<file path="config.mk">
export PLATFORM = sky130hd
export DESIGN_NAME = bram_fill_writer_flat
export DESIGN_NICKNAME = d
export VERILOG_FILES = /design/src/rtl/msb_pkg.sv /design/src/rtl/bram_fill_writer_if.sv /design/src/rtl/bram_fill_parity.sv /design/src/rtl/bram_fill_writer.sv /design/src/flat_wrapper.sv
export SDC_FILE = /design/constraint.sdc
export NUM_CORES = 1
export LEC_CHECK = 0
export CELL_PAD_IN_SITES_DETAIL_PLACEMENT = 2
export CELL_PAD_IN_SITES_GLOBAL_PLACEMENT = 2
export CORE_AREA = 2 2 413 415
export DETAILED_ROUTE_END_ITERATION = 10
export DIE_AREA = 0 0 415 417
export GPL_ROUTABILITY_DRIVEN = 0
export GPL_TIMING_DRIVEN = 0
export PLACE_DENSITY_LB_ADDON = 0.1
export SYNTH_ARGS = -nofsm -noshare
export SYNTH_HDL_FRONTEND = slang
export SYNTH_SLANG_ARGS = --single-unit
</file>
<file path="constraint.sdc">
create_clock -name clk1x -period 2 [get_ports clk1x]
set_clock_uncertainty 0.1 [all_clocks]
set_input_delay 0.6 -clock clk1x [delete_from_list [all_inputs] [get_ports clk1x]]
set_output_delay 0.6 -clock clk1x [all_outputs]
set_load 0.05 [all_outputs]
</file>
<file path="src/rtl/msb_pkg.sv">
// Shared constants and types for the multi-stream buffer L1 fill path.
// BEATS is derived from the BRAM geometry and must be a power of two of at least 2.
package msb_pkg;

  localparam int DATA_WIDTH      = 64;
  localparam int WAYS            = 8;
  localparam int RAM_DEPTH       = 512;
  localparam int l1_nstrms       = 16;
  localparam int l1_ncl          = 16;

  localparam int ADDR_WIDTH      = $clog2(RAM_DEPTH);
  localparam int l1_nstrms_width = $clog2(l1_nstrms);
  localparam int l1_ncl_width    = $clog2(l1_ncl);
  localparam int BEATS           = RAM_DEPTH / (l1_nstrms * l1_ncl);
  localparam int BEAT_IDX_WIDTH  = (BEATS > 1) ? $clog2(BEATS) : 1;
  localparam int BEAT_WIDTH      = WAYS * DATA_WIDTH;

  // Bit positions within the sticky o_err vector.
  localparam int ERR_LAST = 0;
  localparam int ERR_ADDR = 1;
  localparam int ERR_PAR  = 2;

  typedef enum logic {
    IDLE = 1'b0,
    FILL = 1'b1
  } fill_state_e;

endpackage

</file>
<file path="src/rtl/bram_fill_writer_if.sv">
// Fill-beat, BRAM write and line-complete signals of one write channel.
// With BRAM_FILL_PARITY_EN defined the bundle also carries one even-parity bit per element.
interface bram_fill_writer_if;
  import msb_pkg::*;

  logic                       i_v;
  logic                       i_r;
  logic [l1_nstrms_width-1:0] i_st;
  logic [l1_ncl_width-1:0]    i_cl;
  logic [BEAT_WIDTH-1:0]      i_d;
  logic                       i_last;
  logic                       i_flush;
`ifdef BRAM_FILL_PARITY_EN
  logic [WAYS-1:0]            i_par;
`endif
  logic                       o_we;
  logic [ADDR_WIDTH-1:0]      o_wa;
  logic [BEAT_WIDTH-1:0]      o_wd;
  logic                       o_done_v;
  logic                       o_done_r;
  logic [l1_nstrms_width-1:0] o_done_st;
  logic [l1_ncl_width-1:0]    o_done_cl;
  logic [2:0]                 o_err;

  modport master (
`ifdef BRAM_FILL_PARITY_EN
    output i_par,
`endif
    output i_v, i_st, i_cl, i_d, i_last, i_flush, o_done_r,
    input  i_r, o_we, o_wa, o_wd, o_done_v, o_done_st, o_done_cl, o_err
  );

  modport slave (
`ifdef BRAM_FILL_PARITY_EN
    input  i_par,
`endif
    input  i_v, i_st, i_cl, i_d, i_last, i_flush, o_done_r,
    output i_r, o_we, o_wa, o_wd, o_done_v, o_done_st, o_done_cl, o_err
  );

endinterface

</file>
<file path="src/rtl/bram_fill_parity.sv">
// Combinational even-parity check of each DATA_WIDTH element of a fill beat.
// Only present when BRAM_FILL_PARITY_EN is defined.
`ifdef BRAM_FILL_PARITY_EN
module bram_fill_parity
  import msb_pkg::*;
(
  input  logic [BEAT_WIDTH-1:0] d,
  input  logic [WAYS-1:0]       par,
  output logic                  err
);

  logic [WAYS-1:0] bad;

  always_comb begin
    for (int w = 0; w < WAYS; w++) begin
      bad[w] = (^d[w*DATA_WIDTH +: DATA_WIDTH]) ^ par[w];
    end
  end

  assign err = |bad;

endmodule
`endif

</file>
<file path="src/rtl/bram_fill_writer.sv">
// Per-channel L1 fill writer: turns L2 fill beats into BRAM writes and posts line-complete notifications.
// Define BRAM_FILL_PARITY_EN to check per-element parity and suppress done for corrupted lines.
module bram_fill_writer
  import msb_pkg::*;
(
  input logic               clk1x,
  input logic               reset_n,
  bram_fill_writer_if.slave bus
);

  if (BEATS < 2 || (BEATS & (BEATS - 1)) != 0) begin : g_beats_check
    $error("bram_fill_writer: BEATS must be a power of two and at least 2");
  end

  fill_state_e                state_q, state_d;
  logic [BEAT_IDX_WIDTH-1:0]  beat_q, beat_d;
  logic [l1_nstrms_width-1:0] st_q, st_d, cur_st, pend_st_q;
  logic [l1_ncl_width-1:0]    cl_q, cl_d, cur_cl, pend_cl_q;
  logic                       line_perr_q, line_perr_d;
  logic                       accept, beat_perr, we_d, complete_d, pend_v_q;
  logic [ADDR_WIDTH-1:0]      wa_d;
  logic [2:0]                 err_set;

  // The only backpressure is a stalled done notification; held low while in reset.
  assign bus.i_r = reset_n & ~(bus.o_done_v & ~bus.o_done_r);
  assign accept  = bus.i_v & bus.i_r;

`ifdef BRAM_FILL_PARITY_EN
  bram_fill_parity u_parity (
    .d   (bus.i_d),
    .par (bus.i_par),
    .err (beat_perr)
  );
`else
  assign beat_perr = 1'b0;
`endif

  // The first beat takes its line address from the inputs; later beats use the latched one.
  assign cur_st = (state_q == IDLE) ? bus.i_st : st_q;
  assign cur_cl = (state_q == IDLE) ? bus.i_cl : cl_q;
  assign wa_d   = {cur_st, cur_cl, beat_q};

  always_comb begin
    // NOTE: every signal assigned here gets a default first so no path can infer a latch.
    state_d     = state_q;
    beat_d      = beat_q;
    st_d        = st_q;
    cl_d        = cl_q;
    line_perr_d = line_perr_q;
    we_d        = 1'b0;
    complete_d  = 1'b0;
    err_set     = '0;

    if (bus.i_flush) begin
      state_d     = IDLE;
      beat_d      = '0;
      line_perr_d = 1'b0;
    end else if (accept) begin
      we_d             = 1'b1;
      err_set[ERR_PAR] = beat_perr;
      if (state_q == FILL && (bus.i_st != st_q || bus.i_cl != cl_q)) begin
        err_set[ERR_ADDR] = 1'b1;
      end

      if (beat_q == BEAT_IDX_WIDTH'(BEATS - 1)) begin
        state_d     = IDLE;
        beat_d      = '0;
        line_perr_d = 1'b0;
        if (bus.i_last) complete_d = ~(line_perr_q | beat_perr);
        else            err_set[ERR_LAST] = 1'b1;
      end else if (bus.i_last) begin
        state_d           = IDLE;
        beat_d            = '0;
        line_perr_d       = 1'b0;
        err_set[ERR_LAST] = 1'b1;
      end else begin
        state_d     = FILL;
        beat_d      = beat_q + 1'b1;
        st_d        = cur_st;
        cl_d        = cur_cl;
        line_perr_d = line_perr_q | beat_perr;
      end
    end
  end

  always_ff @(posedge clk1x or negedge reset_n) begin
    if (!reset_n) begin
      state_q       <= IDLE;
      beat_q        <= '0;
      st_q          <= '0;
      cl_q          <= '0;
      line_perr_q   <= 1'b0;
      pend_v_q      <= 1'b0;
      pend_st_q     <= '0;
      pend_cl_q     <= '0;
      // NOTE: the write datapath is reset too, because every output must read 0 during reset.
      bus.o_we      <= 1'b0;
      bus.o_wa      <= '0;
      bus.o_wd      <= '0;
      bus.o_done_v  <= 1'b0;
      bus.o_done_st <= '0;
      bus.o_done_cl <= '0;
      bus.o_err     <= '0;
    end else begin
      // NOTE: non-blocking assignments so every register samples pre-edge values.
      state_q     <= state_d;
      beat_q      <= beat_d;
      st_q        <= st_d;
      cl_q        <= cl_d;
      line_perr_q <= line_perr_d;

      bus.o_we <= we_d;
      if (we_d) begin
        bus.o_wa <= wa_d;
        bus.o_wd <= bus.i_d;
      end
      bus.o_err <= bus.o_err | err_set;

      // Done is staged one cycle behind the final write so readers never see stale data.
      pend_v_q <= complete_d;
      if (complete_d) begin
        pend_st_q <= cur_st;
        pend_cl_q <= cur_cl;
      end
      if (pend_v_q) begin
        bus.o_done_v  <= 1'b1;
        bus.o_done_st <= pend_st_q;
        bus.o_done_cl <= pend_cl_q;
      end else if (bus.o_done_r) begin
        bus.o_done_v  <= 1'b0;
      end
    end
  end

endmodule

</file>
<file path="src/flat_wrapper.sv">
// flat-port wrapper written by rule: the top's interface ports become plain ports
module bram_fill_writer_flat import msb_pkg::*;
  (clk1x, reset_n, bus_i_v, bus_i_st, bus_i_cl, bus_i_d, bus_i_last, bus_i_flush, bus_o_done_r, bus_i_r, bus_o_we, bus_o_wa, bus_o_wd, bus_o_done_v, bus_o_done_st, bus_o_done_cl, bus_o_err);
  bram_fill_writer_if bus_i ();
  input logic clk1x;
  input logic reset_n;
  input wire logic [$bits(bus_i.i_v)-1:0] bus_i_v;
  input wire logic [$bits(bus_i.i_st)-1:0] bus_i_st;
  input wire logic [$bits(bus_i.i_cl)-1:0] bus_i_cl;
  input wire logic [$bits(bus_i.i_d)-1:0] bus_i_d;
  input wire logic [$bits(bus_i.i_last)-1:0] bus_i_last;
  input wire logic [$bits(bus_i.i_flush)-1:0] bus_i_flush;
  input wire logic [$bits(bus_i.o_done_r)-1:0] bus_o_done_r;
  output wire logic [$bits(bus_i.i_r)-1:0] bus_i_r;
  output wire logic [$bits(bus_i.o_we)-1:0] bus_o_we;
  output wire logic [$bits(bus_i.o_wa)-1:0] bus_o_wa;
  output wire logic [$bits(bus_i.o_wd)-1:0] bus_o_wd;
  output wire logic [$bits(bus_i.o_done_v)-1:0] bus_o_done_v;
  output wire logic [$bits(bus_i.o_done_st)-1:0] bus_o_done_st;
  output wire logic [$bits(bus_i.o_done_cl)-1:0] bus_o_done_cl;
  output wire logic [$bits(bus_i.o_err)-1:0] bus_o_err;
  assign bus_i.i_v = bus_i_v;
  assign bus_i.i_st = bus_i_st;
  assign bus_i.i_cl = bus_i_cl;
  assign bus_i.i_d = bus_i_d;
  assign bus_i.i_last = bus_i_last;
  assign bus_i.i_flush = bus_i_flush;
  assign bus_i.o_done_r = bus_o_done_r;
  assign bus_i_r = bus_i.i_r;
  assign bus_o_we = bus_i.o_we;
  assign bus_o_wa = bus_i.o_wa;
  assign bus_o_wd = bus_i.o_wd;
  assign bus_o_done_v = bus_i.o_done_v;
  assign bus_o_done_st = bus_i.o_done_st;
  assign bus_o_done_cl = bus_i.o_done_cl;
  assign bus_o_err = bus_i.o_err;
  bram_fill_writer u_core (.clk1x(clk1x), .reset_n(reset_n), .bus(bus_i));
endmodule
</file>
# Word-level counts from Yosys, hierarchy flattened
# Index checks and enable logic that the tools add are counted.
[totals]
in_bits = 526
register_bits = 554
output_inout_bits = 535
elab_cells = 62
[classes]
add_sub_neg = 1
mux = 27
n_bitwise = 10
eq_ne = 2
n_reduce_logical = 7
[ops]
columns = ["cell", "count"]
rows = [
  ["2-to-1 mux 1 bit", 23],
  ["2-to-1 mux 4 bit", 2],
  ["!= test 4 bit", 2],
  ["NOT 1 bit", 6],
  ["2-to-1 mux 2 bit", 2],
  ["AND reduction 4 bit", 1],
  ["nonzero test 2 bit", 2],
  ["AND 1 bit", 3],
  ["OR 3 bit", 1],
  ["nonzero test 3 bit", 1],
  ["AND reduction 2 bit", 1],
  ["adder 1 bit (second input constant)", 1],
  ["logical AND 1 bit", 1],
  ["logical OR 1 bit", 1],
]

# Depth between registers and ports, before layout
# Gate-level depths: netlist of run 1.
[logic_depth]
depth_word = 8
ltp_mapped = 7
mapped_depth_nobuf = 4

# Worst setup path after synthesis of run 1
# OpenSTA, ideal clock, no wires.
[synth_timing]
kind = "register to register"
startpoint = "register u_core.bus.o_done_v"
endpoint = "register u_core.bus.o_wd[428]"
period_less_slack_ns = 1.969
stages_incl_launch_ff = 7
t_required_ns = 1.775
arrival_time_ns = 1.744
path_buffers = 3
setup_slack_ns = 0.031
path_cell_list = "dfrtp_1 > nand2b_4 > and4b_4 > buf_6 > buf_6 > buf_6 > mux2_4"
[synth_via]
elab_chain_cells = 6
[synth_lines]
columns = ["element", "line", "text"]
rows = [
  ["start: declaration", "bram_fill_writer_if.sv:38", "output i_r, o_we, o_wa, o_wd, o_done_v, o_done_st, o_done_cl, o_err"],
  ["start signal: assignment", "bram_fill_writer.sv:100", "bus.o_done_v <= 1'b0;"],
  ["start signal: assignment", "bram_fill_writer.sv:126", "bus.o_done_v <= 1'b1;"],
  ["start signal: assignment", "bram_fill_writer.sv:130", "bus.o_done_v <= 1'b0;"],
  ["AND 1 bit", "bram_fill_writer.sv:25", "assign bus.i_r = reset_n & ~(bus.o_done_v & ~bus.o_done_r);"],
  ["NOT 1 bit", "bram_fill_writer.sv:25", ""],
  ["AND 1 bit", "bram_fill_writer.sv:25", ""],
  ["AND 1 bit", "bram_fill_writer.sv:26", "assign accept = bus.i_v & bus.i_r;"],
  ["2-to-1 mux 1 bit", "bram_fill_writer.sv:58", "end else if (accept) begin"],
  ["2-to-1 mux 1 bit", "bram_fill_writer.sv:54", "if (bus.i_flush) begin"],
  ["end signal: assignment", "bram_fill_writer.sv:115", "bus.o_wd <= bus.i_d;"],
  ["end: declaration", "bram_fill_writer_if.sv:38", ""],
]
# Every way passes these cells.
# A chain may end at the register's enable or synchronous reset.

# Final worst setup path of run 1
[layout_timing]
startpoint = "input bus_o_done_r"
endpoint = "register u_core.bus.o_wd[212]"
[layout_via]
elab_chain_cells = 7
[layout_lines]
columns = ["element", "line", "text"]
rows = [
  ["start: declaration", "flat_wrapper.sv:13", "input wire logic [$bits(bus_i.o_done_r)-1:0] bus_o_done_r;"],
  ["NOT 1 bit", "bram_fill_writer.sv:25", ""],
  ["AND 1 bit", "bram_fill_writer.sv:25", ""],
  ["NOT 1 bit", "bram_fill_writer.sv:25", ""],
  ["AND 1 bit", "bram_fill_writer.sv:25", ""],
  ["AND 1 bit", "bram_fill_writer.sv:26", ""],
  ["2-to-1 mux 1 bit", "bram_fill_writer.sv:58", ""],
  ["2-to-1 mux 1 bit", "bram_fill_writer.sv:54", ""],
]
# Every way passes these cells.

==> results of run 1 <==
==> critical path, stage by stage <==
cell and delay [ns]:
clkdlybuf4s50_1 0.47, nand2b_4 0.13, buf_4 0.11, and4b_4 0.34, buf_12 0.17, buf_8 0.14
buf_16 0.16, clkbuf_16 0.18, mux2_4 0.30
==> registers in the layout, summed over array words and instances (netlist names) <==
signal	cells
u_core.beat_q	1
u_core.bus.o_done_cl	4
u_core.bus.o_done_st	4
u_core.bus.o_done_v	1
u_core.bus.o_err	2
u_core.bus.o_wa	9
u_core.bus.o_wd	512
u_core.bus.o_we	1
u_core.cl_q	4
u_core.pend_cl_q	4
u_core.pend_st_q	4
u_core.pend_v_q	1
u_core.st_q	4
u_core.state_q	1
==> cell usage after synthesis <==
master / count / area share (%)
a21o_1: 1 / 0.033
and2_1: 2 / 0.054
clkbuf_1: 3 / 0.049
a21oi_1: 24 / 0.52
buf_4: 6 / 0.20
nand2b_4: 1 / 0.060
nor4_1: 2 / 0.054
buf_2: 3 / 0.065
mux2i_1: 10 / 0.43
and3_1: 1 / 0.027
conb_1: 1 / 0.016
buf_12: 44 / 3.8
and4b_4: 1 / 0.060
and3b_1: 1 / 0.038
buf_6: 10 / 0.49
mux2_2: 66 / 3.2
nand2_1: 1 / 0.016
ha_1: 3 / 0.16
nor2_1: 10 / 0.16
a31o_2: 1 / 0.038
nand2b_1: 1 / 0.027
inv_1: 2 / 0.033
dfrtp_1: 552 / 60
xor2_1: 8 / 0.30
mux2_4: 463 / 30
==> metrics by stage <==
step | total power [mW] | std cells
5_1_grt | 51.8 | 4911
4_1_cts | 50.5 | 4863
2_1_floorplan | 25.0 | 1217
3_3_place_gp | 31.2 | 4494
6_report | 49.6 | 4916
3_5_place_dp | 32.5 | 4499
==> repair_timing <==
action                                   CTS  global route
buffers inserted                         204            13
gates cloned                              13            38
endpoints found under the setup margin  1170           994
endpoints found under the hold margin     86            86
gates resized for setup                 3814            27
==> routing by layer <==
| layer | share of wire, % | wire length, um |
|---|---|---|
| met1 | 35 | 43400 |
| met2 | 56 | 69800 |
| met3 | 7.2 | 8960 |
| met4 | 2.2 | 2790 |
| met5 | 0.081 | 101 |
==> report_power, final <==
part / leakage [nW] / internal, mW / total, mW / switching [mW]
logic: 11.3 / 8.67 / 19.6 / 10.9
clock network: 1.37 / 9.03 / 15.0 / 6.01
registers: 6.56 / 13.3 / 15.0 / 1.67
==> kinds of logic after synthesis <==
group	synth area share (%)
AOI/OAI and AO/OA	0.592
xor gates and xnor gates	0.304
adders and majority gates	0.163
buffers and inverters	4.65
DFF	59.9
muxes	33.8
other	0.0163
and+or+nand+nor	0.500
==> final cells by class <==
class,instances,area [um2],area share [%]
Sequential cell,552,13800,31.9
Clock buffer,120,2410,5.58
Inverter,2,7.51,0.0173
Clock inverter,27,354,0.818
Multi-Input combinational cell,597,8170,18.9
Timing Repair Buffer,1328,14600,33.8
Antenna cell,13,32.5,0.0751
Tap cell,2218,2780,6.41
Buffer,59,1100,2.55
==> path summary, 6_finish.rpt <==
path,endpoint,start,slack (ns),cells after the start
worst max-delay path,u_core.bus.o_wd[212],bus_o_done_r,-0.20,9
worst min-delay path,u_core.bus.o_wd[446],reset_n,-0.26,1
min in group clk1x,u_core.bus.o_err[0],u_core.bus.o_err[0],0.39,1
max in group asynchronous,u_core.bus.o_wd[180],reset_n,0.05,4
worst min register to register,u_core.bus.o_err[0],u_core.bus.o_err[0],0.39,1
worst max register to register,u_core.bus.o_wd[212],u_core.bus.o_done_v,-0.16,8
==> impl_metrics.yaml, run 1 <==
outcome:
  status: "finished with violations"
  violations: "negative hold slack, negative setup slack"
cells_and_area:
  drive_above_1_share_pct: 56.9
  syn_to_final_growth_pct: 87.9
  final_common_cell: "dfrtp_1"
  layout_common_cells: "dfrtp_1 (550), clkdlybuf4s50_1 (524), buf_6 (517)"
  final_util_pct: 25.7
  design_area_um2: 43300
  nets: 3150
  n_fill_cell: 17878
critical_path:
  cp.required_ns: 2.45
  worst-endpoint-arrival_ns: 2.65
  end_kind: "flop"
  crit_type: "primary input to flop"
  path_max_fanout: 6
  start_kind: "primary input"
floorplan:
  ios: 1061
  die_h_um: 417
  die_w_um: 415
  coreArea_um2: 169000
  fp-row-count: 151
  dieArea_um2: 173000
  start_util_pct: 13.7
routing:
  drc_errors: 0
  dr.pass1.iters: 4
  vias: 16373
  antenna_left: 0
  drtIter0Drc: 529
  wl_per_cell_um: 25.4
  vias_per_cell: 3.33
  wirelength_mm: 125
global_routing:
  use_met1_pct: 13.9
  grt_pass1_wl_mm: 167
  grt_util_met3_pct: 4.81
  grt_overflow: 0
  grt_pass1_vias: 18941
  grt_max_degree: 107
  antenna_found_initial: 49
  met2_usage_pct: 26.5
  gr-max-usage-layer: "met2"
  track_usage_pct: 13.8
place:
  place_hpwl_mm: 92.8
  placed_cell_area_um2: 36600
  dp_slack_ns: -1.08
  numPortBuffers: 1059
synthesis:
  ys_types: 25
  yosysSeqAreaShare_pct: 59.9
  ys_ff_latch: 552
  ys_warn_count: 0
  syn-num-nets: 1746
  syn_area_um2: 23000
  synth_cells: 1217
  postSynthAreaPerCell_um2: 18.9
flow_run:
  maxCapViolCount: 0
power_and_ir_drop:
  ir_worst_vdd_mv: 0.542
  p_per_area_nw_per_um2: 1140
  power.leakage_nw: 19.2
clocking:
  clk_pin_slew_ns: 0.06
  htreeDepth: 3
  cts_root_buf: "clkbuf_16"
  clkLatencyLatePin_ns: 0.67
  cts_tree: "yes"
  numCtsBuffers: 81
  clockBufferDepth: 3
  clock-sinks: 552
timing:
  hold_violations: 86
  max_freq_mhz: 455
  worst_slew_pin_slew_ns: 0.750
  rsz0062_at_grt: "true"
  min_period_ns: 2.20
  setup_viol: 498
  fin_crit_sh_pct: 110
  slew_violations: 0
  tns_ns: -50.75
  slew_headroom_pct: 50.0
  finalWorstSetupSlack_ns: -0.195
  hold_slack_ns: -0.265
hold_path:
  hold_path.class: "primary input to async pin"
(Power assumes the default switching activity.)
==> run 2, diff against run 1 <==
Settings changed: SLEW_MARGIN set to 20.
==> run 2 against run 1 <==
  * Critical path depth down 6
  * Cell area down 0.40%
  * Global-route usage down 0.17 points
  * Sequential share of layout area up 0.13 points
  * The flow still finishes with violations (negative hold slack, negative setup slack)
  * Wire length down 2.2%
  * Via count up 1.2%
  * Utilization down 0.10 points
  * Clock power about the same
  * Non-clock buffer count up 49
  * Largest cell class unchanged
  * Setup slack better by 0.062 ns
==> impl_metrics.yaml, run 2 (synthesized netlist as in run 1, its figures left out) <==
hold_path:
  hold_path.class: "primary input to async pin"
timing:
  setup_viol: 3
  fin_crit_sh_pct: 107
  worst_slew_pin_slew_ns: 0.744
  max_freq_mhz: 469
  min_period_ns: 2.13
  slew_headroom_pct: 50.4
  hold_slack_ns: -0.270
  tns_ns: -0.191
  rsz0062_at_grt: "true"
  hold_violations: 55
  slew_violations: 0
  finalWorstSetupSlack_ns: -0.133
power_and_ir_drop:
  ir_worst_vdd_mv: 0.576
  report.power.total_mw: 49.8
  power.leakage_nw: 19.3
  p_per_area_nw_per_um2: 1160
place:
  dpl.cell_count: 4501
  numPortBuffers: 1059
  dp_slack_ns: -0.904
  placed_cell_area_um2: 36600
  place_hpwl_mm: 93.6
flow_run:
  maxCapViolCount: 0
global_routing:
  grt_pass1_vias: 18759
  grt_max_degree: 82
  antenna_found_initial: 55
  grt_overflow: 0
  grt_pass1_wl_mm: 165
  track_usage_pct: 13.6
cells_and_area:
  reg.largest.list: "u_core.bus.o_wd x512, u_core.bus.o_wa x9"
  nets: 3199
  syn_to_final_growth_pct: 87.1
  largest_reg_flops: 512
  final_util_pct: 25.6
  layout_common_cells: "dfrtp_1 (548), clkdlybuf4s50_1 (523), buf_6 (507)"
  finalNonFillerCells: 4970
  largest-register: "u_core.bus.o_wd"
  design_area_um2: 43100
  n_fill_cell: 17944
  final_common_cell: "dfrtp_1"
  drive_above_1_share_pct: 57.7
floorplan:
  start_util_pct: 13.7
  die_h_um: 417
  coreArea_um2: 169000
  fp-row-count: 151
  dieArea_um2: 173000
  ios: 1061
  die_w_um: 415
critical_path:
  critPathTopFamily: "flip-flops"
  worst-endpoint-arrival_ns: 1.43
  slowest_delay_ns: 0.40
  crit_type: "flop to primary output"
  crit_buf_inv: 1
  path_max_fanout: 3
  path_cells: "nand2b_4 > and2_4 > buf_12"
  cp.required_ns: 1.30
  end_kind: "primary output"
  cpMaxStageDelayCell: "dfrtp_1"
  start_kind: "flop"
clocking:
  clock-sinks: 552
  clkLatencyLatePin_ns: 0.65
  cts_root_buf: "clkbuf_16"
  clockBufferDepth: 3
  cts_tree: "yes"
  clk_pin_slew_ns: 0.05
  htreeDepth: 3
  numCtsBuffers: 81
outcome:
  status: "finished with violations"
  violations: "negative hold slack, negative setup slack"
routing:
  wl_per_cell_um: 24.6
  vias: 16574
  drtIter0Drc: 393
  dr.pass1.iters: 6
  antenna_left: 0
  wirelength_mm: 122
  drc_errors: 0
  vias_per_cell: 3.33
-- run 2: cell count changes in the layout (fill, tap and decap cells not counted), sizes merged --
| cell | change |
|---|---|
| clkbuf | -17 |
| bufinv | +1 |
| buf | +65 |
| clkinv | +2 |
| clkdlybuf4s50 | -1 |
| dlymetal6s2s | +1 |
| clkinvlp | +1 |
| diode | +2 |
-- run 2: final cells by class --
| cell class | instances | area, um2 | share of cell area, % |
|---|---|---|---|
| Antenna cell | 15 | 37.5 | 0.0871 |
| Sequential cell | 552 | 13800 | 32.0 |
| Clock inverter | 31 | 399 | 0.926 |
| Clock buffer | 119 | 2350 | 5.45 |
| Inverter | 2 | 7.51 | 0.0174 |
| Tap cell | 2218 | 2780 | 6.44 |
| Timing Repair Buffer | 1372 | 14300 | 33.3 |
| Multi-Input combinational cell | 597 | 8180 | 19.0 |
| Buffer | 64 | 1200 | 2.78 |
-- run 2: power by group --
part	internal (mW)	switching, mW	total [mW]
Sequential	13.3	1.66	15.0
Combinational	8.93	10.9	19.9
Clock	8.97	6.02	15.0
-- run 2: layer usage --
layer	track usage, %	part of all wire (%)	vias to the layer above
met1	13.7	35	8529
met4	3.49	2.2	26
li1	-	-	7220
met5	0	0.12	-
met3	5.17	7.9	187
met2	26.1	55	612
-- run 2: final timing paths --
check / from / endpoint / slack, ns / cells after the start
setup reg to reg: u_core.bus.o_done_v / u_core.bus.o_wd[294] / 0.02 / 7
hold / removal: reset_n / u_core.bus.o_wd[440] / -0.27 / 1
min in group clk1x: bus_o_done_r / u_core.bus.o_done_v / 0.25 / 4
hold reg to reg: u_core.bus.o_err[0] / u_core.bus.o_err[0] / 0.39 / 1
setup / recovery: u_core.bus.o_done_v / bus_i_r / -0.13 / 3
max in group asynchronous: reset_n / u_core.bus.o_wd[390] / 0.22 / 5
-- run 2: worst register-to-register path, delay by kind of cell (launching register included) --
| kind | cells | cell delay, ns |
|---|---|---|
| buffers and inverters | 4 | 0.68 |
| DFF | 1 | 0.40 |
| muxes | 1 | 0.33 |
| and+or+nand+nor | 2 | 0.35 |
-- run 2: timing repair --
action | CTS | global route
endpoints found under the setup margin | 1091 | 535
gates resized for setup | 3767 | 43
buffers inserted | 192 | 90
gates cloned | 4 | 20
endpoints found under the hold margin | 55 | 55
==> patch 1: new RTL, config.mk and constraints of run 2 <==
Make the reset (`reset_n`) synchronous in one clocked block.
--- a/src/rtl/bram_fill_writer.sv
+++ b/src/rtl/bram_fill_writer.sv
@@ -85,3 +85,3 @@
 
-  always_ff @(posedge clk1x or negedge reset_n) begin
+  always_ff @(posedge clk1x) begin
     if (!reset_n) begin
Check against the original RTL: not equivalent (a bounded check fails within 4 cycles, from zero or initial values and one cycle with reset_n low; the reset may be asserted at any time).
==> patch 1 against run 2 <==
  * The flow finishes with violations (setup timing)
  * Synthesized area fell by 11%
  * Worst setup slack gained 0.029 ns
  * Worst hold slack improved by 0.47 ns
  * Via count rose by 25%
  * Cell area fell by 13%
  * Non-clock buffer count decreased by 188
  * First-iteration DRC count grew 47%
  * Sequential cell count shrank 1
  * Routed wire length increased by 11%
  * Sequential share of layout area fell by 2.1 points
  * Critical path type unchanged
  * Critical endpoint unchanged
  * Largest cell class unchanged
Power is not compared: it rests on default switching activity, and its combinational part moved more than twofold at a synthesized area within 25%.
==> patch 1: results <==
metrics = {
    "grt": {
        "largest_net_degree_at_the_start_of_global_routing": 12,
        "track_usage": 0.1508,
        "grt_antenna_before_repair": 57,
        "first_global_vias": 22090,
    },
    "place": {
        "port-buffer-count": 1058,
        "detailed_place.area_sq_um": 33880,
        "count_of_placed_standard_cells_including_taps": 5652,
    },
    "finish": {
        "final_core_util": 0.2215,
        "post_route_cells_drive_above_1_share": 0.2504,
        "instances_no_fill": 5813,
    },
    "routing": {
        "detailedRoute.firstPassIterationCount": 4,
        "routedWlPerCell_um": 23.32,
        "met3_length_mm": 9.916,
        "detailedRoute.firstIterationViolations": 579,
        "wl_met2_mm": 71.89,
        "route.detailed.vias_per_inst": 3.574,
    },
    "synth": {
        "synthesis.instances": 2376,
        "yosys-top-cells-area": "sky130_fd_sc_hd__dfxtp_1, sky130_fd_sc_hd__nand2_1, sky130_fd_sc_hd__a21boi_0",
        "async_reset_ff_frac": 0,
        "synth_commonest_cells": "sky130_fd_sc_hd__nand2_1, sky130_fd_sc_hd__dfxtp_1, sky130_fd_sc_hd__a21boi_0",
        "synth_fp_nets": 2904,
    },
    "timing": {
        "final-setup-viol-count": 1,
        "setup_ws_ns": -0.1045,
        "max_slew.worst_pin.slew_ns": 0.7588,
        "final.setup.tns_ns": -0.1045,
    },
    "clocking": {
        "tritoncts.num_buffers": 82,
        "clkLatencyLatePin_ns": 0.67,
    },
    "worst_setup_path": {
        "max_stage_delay_ns": 0.35,
        "worst-r2r-cell-count": 10,
        "critPathArrivalTime_ns": 1.40,
        "slowest_cp_cell": "sky130_fd_sc_hd__dfxtp_4",
    },
    "hold_path": {
        "min-delay-path-class": "input port to register",
    },
    "outcome": {
        "outcome": "complete, but fails checks",
        "violations": "setup timing",
    },
}
## patch 1: cell count changes after synthesis, moves of 18 or more
cell,before,now
sky130_fd_sc_hd__mux2_4,463,0
sky130_fd_sc_hd__a21boi_0,0,414
sky130_fd_sc_hd__mux2_2,66,0
sky130_fd_sc_hd__clkbuf_1,3,70
sky130_fd_sc_hd__nor2b_1,0,18
sky130_fd_sc_hd__a21boi_1,0,100
sky130_fd_sc_hd__buf_2,3,59
sky130_fd_sc_hd__a21oi_1,24,2
sky130_fd_sc_hd__dfrtp_1,552,0
sky130_fd_sc_hd__dfxtp_1,0,551
sky130_fd_sc_hd__buf_12,44,0
sky130_fd_sc_hd__buf_4,6,40
sky130_fd_sc_hd__nand2_1,1,1038
## patch 1: layout make-up
| cell class | count | share of cell area |
|---|---|---|
| Tap cell | 2218 | 0.07435 |
| Timing Repair Buffer | 1068 | 0.2923 |
| Buffer | 180 | 0.03516 |
| Clock inverter | 12 | 0.002816 |
| Clock buffer | 127 | 0.06603 |
| Antenna cell | 13 | 0.0008715 |
| Sequential cell | 551 | 0.2999 |
| Inverter | 4 | 0.0008380 |
| Multi-Input combinational cell | 1640 | 0.2277 |
## patch 1: routing by layer
layer | up-vias | GRT usage
li1 | 9968 | -
met5 | - | 0
met1 | 9951 | 0.1599
met2 | 628 | 0.2832
met4 | 44 | 0.03810
met3 | 182 | 0.05078
## patch 1: power by group through the flow
stage / registers [mW] / logic, mW / clock network (mW)
2_1_floorplan: 12.9 / 0.881 / 0
3_3_place_gp: 11.8 / 4.53 / 0
3_5_place_dp: 11.8 / 4.54 / 0
4_1_cts: 11.6 / 4.62 / 15.2
5_1_grt: 11.6 / 4.86 / 15.6
6_report: 11.6 / 4.55 / 14.4
## patch 1: logic make-up after synthesis
logic type                 after synthesis  synth area share
AOI/OAI and AO/OA                      531            0.1955
adders and majority gates                2          0.001220
and+or+nand+nor                       1071            0.1996
DFF                                    551            0.5377
xor gates and xnor gates                 8          0.003416
other                                    1         0.0001828
muxes                                   27           0.01317
buffers and inverters                  185           0.04922
## patch 1: repair_timing
| item | 4_1_cts | 5_1_grt |
|---|---|---|
| endpoints found under the setup margin | 1075 | 484 |
| gates cloned | 0 | 3 |
| gates resized for setup | 3757 | 111 |
| buffers inserted | 1 | 6 |
| hold endpoints to repair | 0 | 0 |
| pin swaps | 0 | 1 |
## patch 1: final timing paths
check / startpoint / to / slack, ns
max: u_core.bus.o_done_v / bus_i_r / -0.10
min: bus_o_done_r / u_core.bus.o_done_v / 0.20
max reg2reg: u_core.bus.o_done_v / u_core.bus.o_wd[444] / 0.12
min reg2reg: u_core.bus.o_wd[466] / u_core.bus.o_wd[466] / 0.35
==> patch 2: new RTL, settings of run 2 <==
Made on the original files. `DATA_WIDTH`: 64 -> 56.
--- a/src/rtl/msb_pkg.sv
+++ b/src/rtl/msb_pkg.sv
@@ -4,3 +4,3 @@
 
-  localparam int DATA_WIDTH      = 64;
+  localparam int DATA_WIDTH      = 56;
   localparam int WAYS            = 8;
Ports: changed (resized bus_i_d and bus_o_wd); port bits go from 1061 to 933. The function was not compared with the original's and may differ.
==> patch 2 against run 2 <==
  * The run ends with setup timing left
  * Routed wire length shrank 9.3%
  * Sequential power shrank 12%
  * Power shrank 15%
  * Sequential cell count fell by 64
  * Global-route usage down 1.2 points
  * Synthesized area down 13%
  * Synthesized cell count shrank 11%
  * Worst setup slack worse by 0.042 ns
  * Cell area decreased by 13%
  * Fmax down 1.9%
  * Critical path type is now input port to output port
  * Critical endpoint unchanged
  * Largest power group unchanged
==> patch 2: results <==
metrics = {
    "power_and_ir_drop": {
        "static-leakage-power_nw": 16.32,
        "p_sw_frac": 0.3807,
        "share_clk_of_total_power": 0.307,
        "p_comb_frac": 0.381,
    },
    "finish": {
        "instances_no_fill": 4492,
        "area.share.sequential": 0.3271,
        "multiInputCombCellCount": 533,
        "post_route_cells_drive_above_1_share": 0.5365,
        "layout_top_registers": "u_core.bus.o_wd (448), u_core.bus.o_wa (9)",
        "nClkBuffers": 122,
        "buffers": 1110,
        "nFillCells": 18190,
        "largest_register_ff_count": 448,
    },
    "worst_setup_path": {
        "critPathArrivalTime_ns": 1.47,
        "slowest_cp_cell": "sky130_fd_sc_hd__clkdlybuf4s50_1",
        "cell_family_with_most_cp_delay": "buffers and inverters",
        "reg2reg_to": "u_core.bus.o_wd[175]",
        "setup.reg_to_reg.worst_slack_ns": -0.11,
    },
    "synth": {
        "average_footprint_of_a_synthesized_cell_sq_um": 18.52,
        "yosys-top-cells-area": "sky130_fd_sc_hd__dfrtp_1, sky130_fd_sc_hd__mux2_4, sky130_fd_sc_hd__buf_6",
        "synth_fp_nets": 1547,
    },
    "routing": {
        "route.detailed.vias_per_inst": 3.144,
        "wl_met2_mm": 60.81,
        "met3_length_mm": 6.181,
    },
    "outcome": {
        "violations": "setup timing",
        "outcome": "complete, but fails checks",
    },
    "timing": {
        "final-setup-viol-count": 291,
        "setup_ws_ns": -0.1748,
        "slew_headroom": 0.4203,
        "hold-worst-slack_ns": 0.1156,
    },
    "place": {
        "port-buffer-count": 931,
        "hpwlAfterDp_mm": 81.57,
    },
    "grt": {
        "globalRouteMet3Util": 0.03464,
        "grt_first_pass_wirelength_mm": 148.5,
        "first_global_vias": 16200,
    },
    "clocking": {
        "tritoncts.num_buffers": 74,
        "cts.repair.resized": 1635,
    },
}
==> patch 2: changes by cell type in the layout (fill, tap and decap cells not counted), sizes merged, moves of 15 or more <==
cell,change
clkinv,-15
clkdlybuf4s50,-63
dfrtp,-64
mux2,-64
clkbuf,+26
buf,-298
==> patch 2: per-stage QoR <==
stage	setup WS, ns	total power, mW	TNS [ns]	area (sq um)
6_report	-0.1748	42.26	-11.18	37360
5_1_grt	-0.2417	44.23	-26.18	37350
4_1_cts	-0.2845	42.34	-133.83	37220
3_5_place_dp	-2.127	28.61	-958.66	32300
3_3_place_gp	-25.62	27.78	-	32130
2_1_floorplan	0.08549	22.02	0	20040
==> patch 2: logic make-up after synthesis <==
| logic type | synth area share |
|---|---|
| AOI/OAI and AO/OA | 0.006806 |
| xor gates and xnor gates | 0.003496 |
| adders and majority gates | 0.001873 |
| buffers and inverters | 0.03003 |
| DFF | 0.6094 |
| muxes | 0.3427 |
| other | 0.0001871 |
| and+or+nand+nor | 0.005557 |
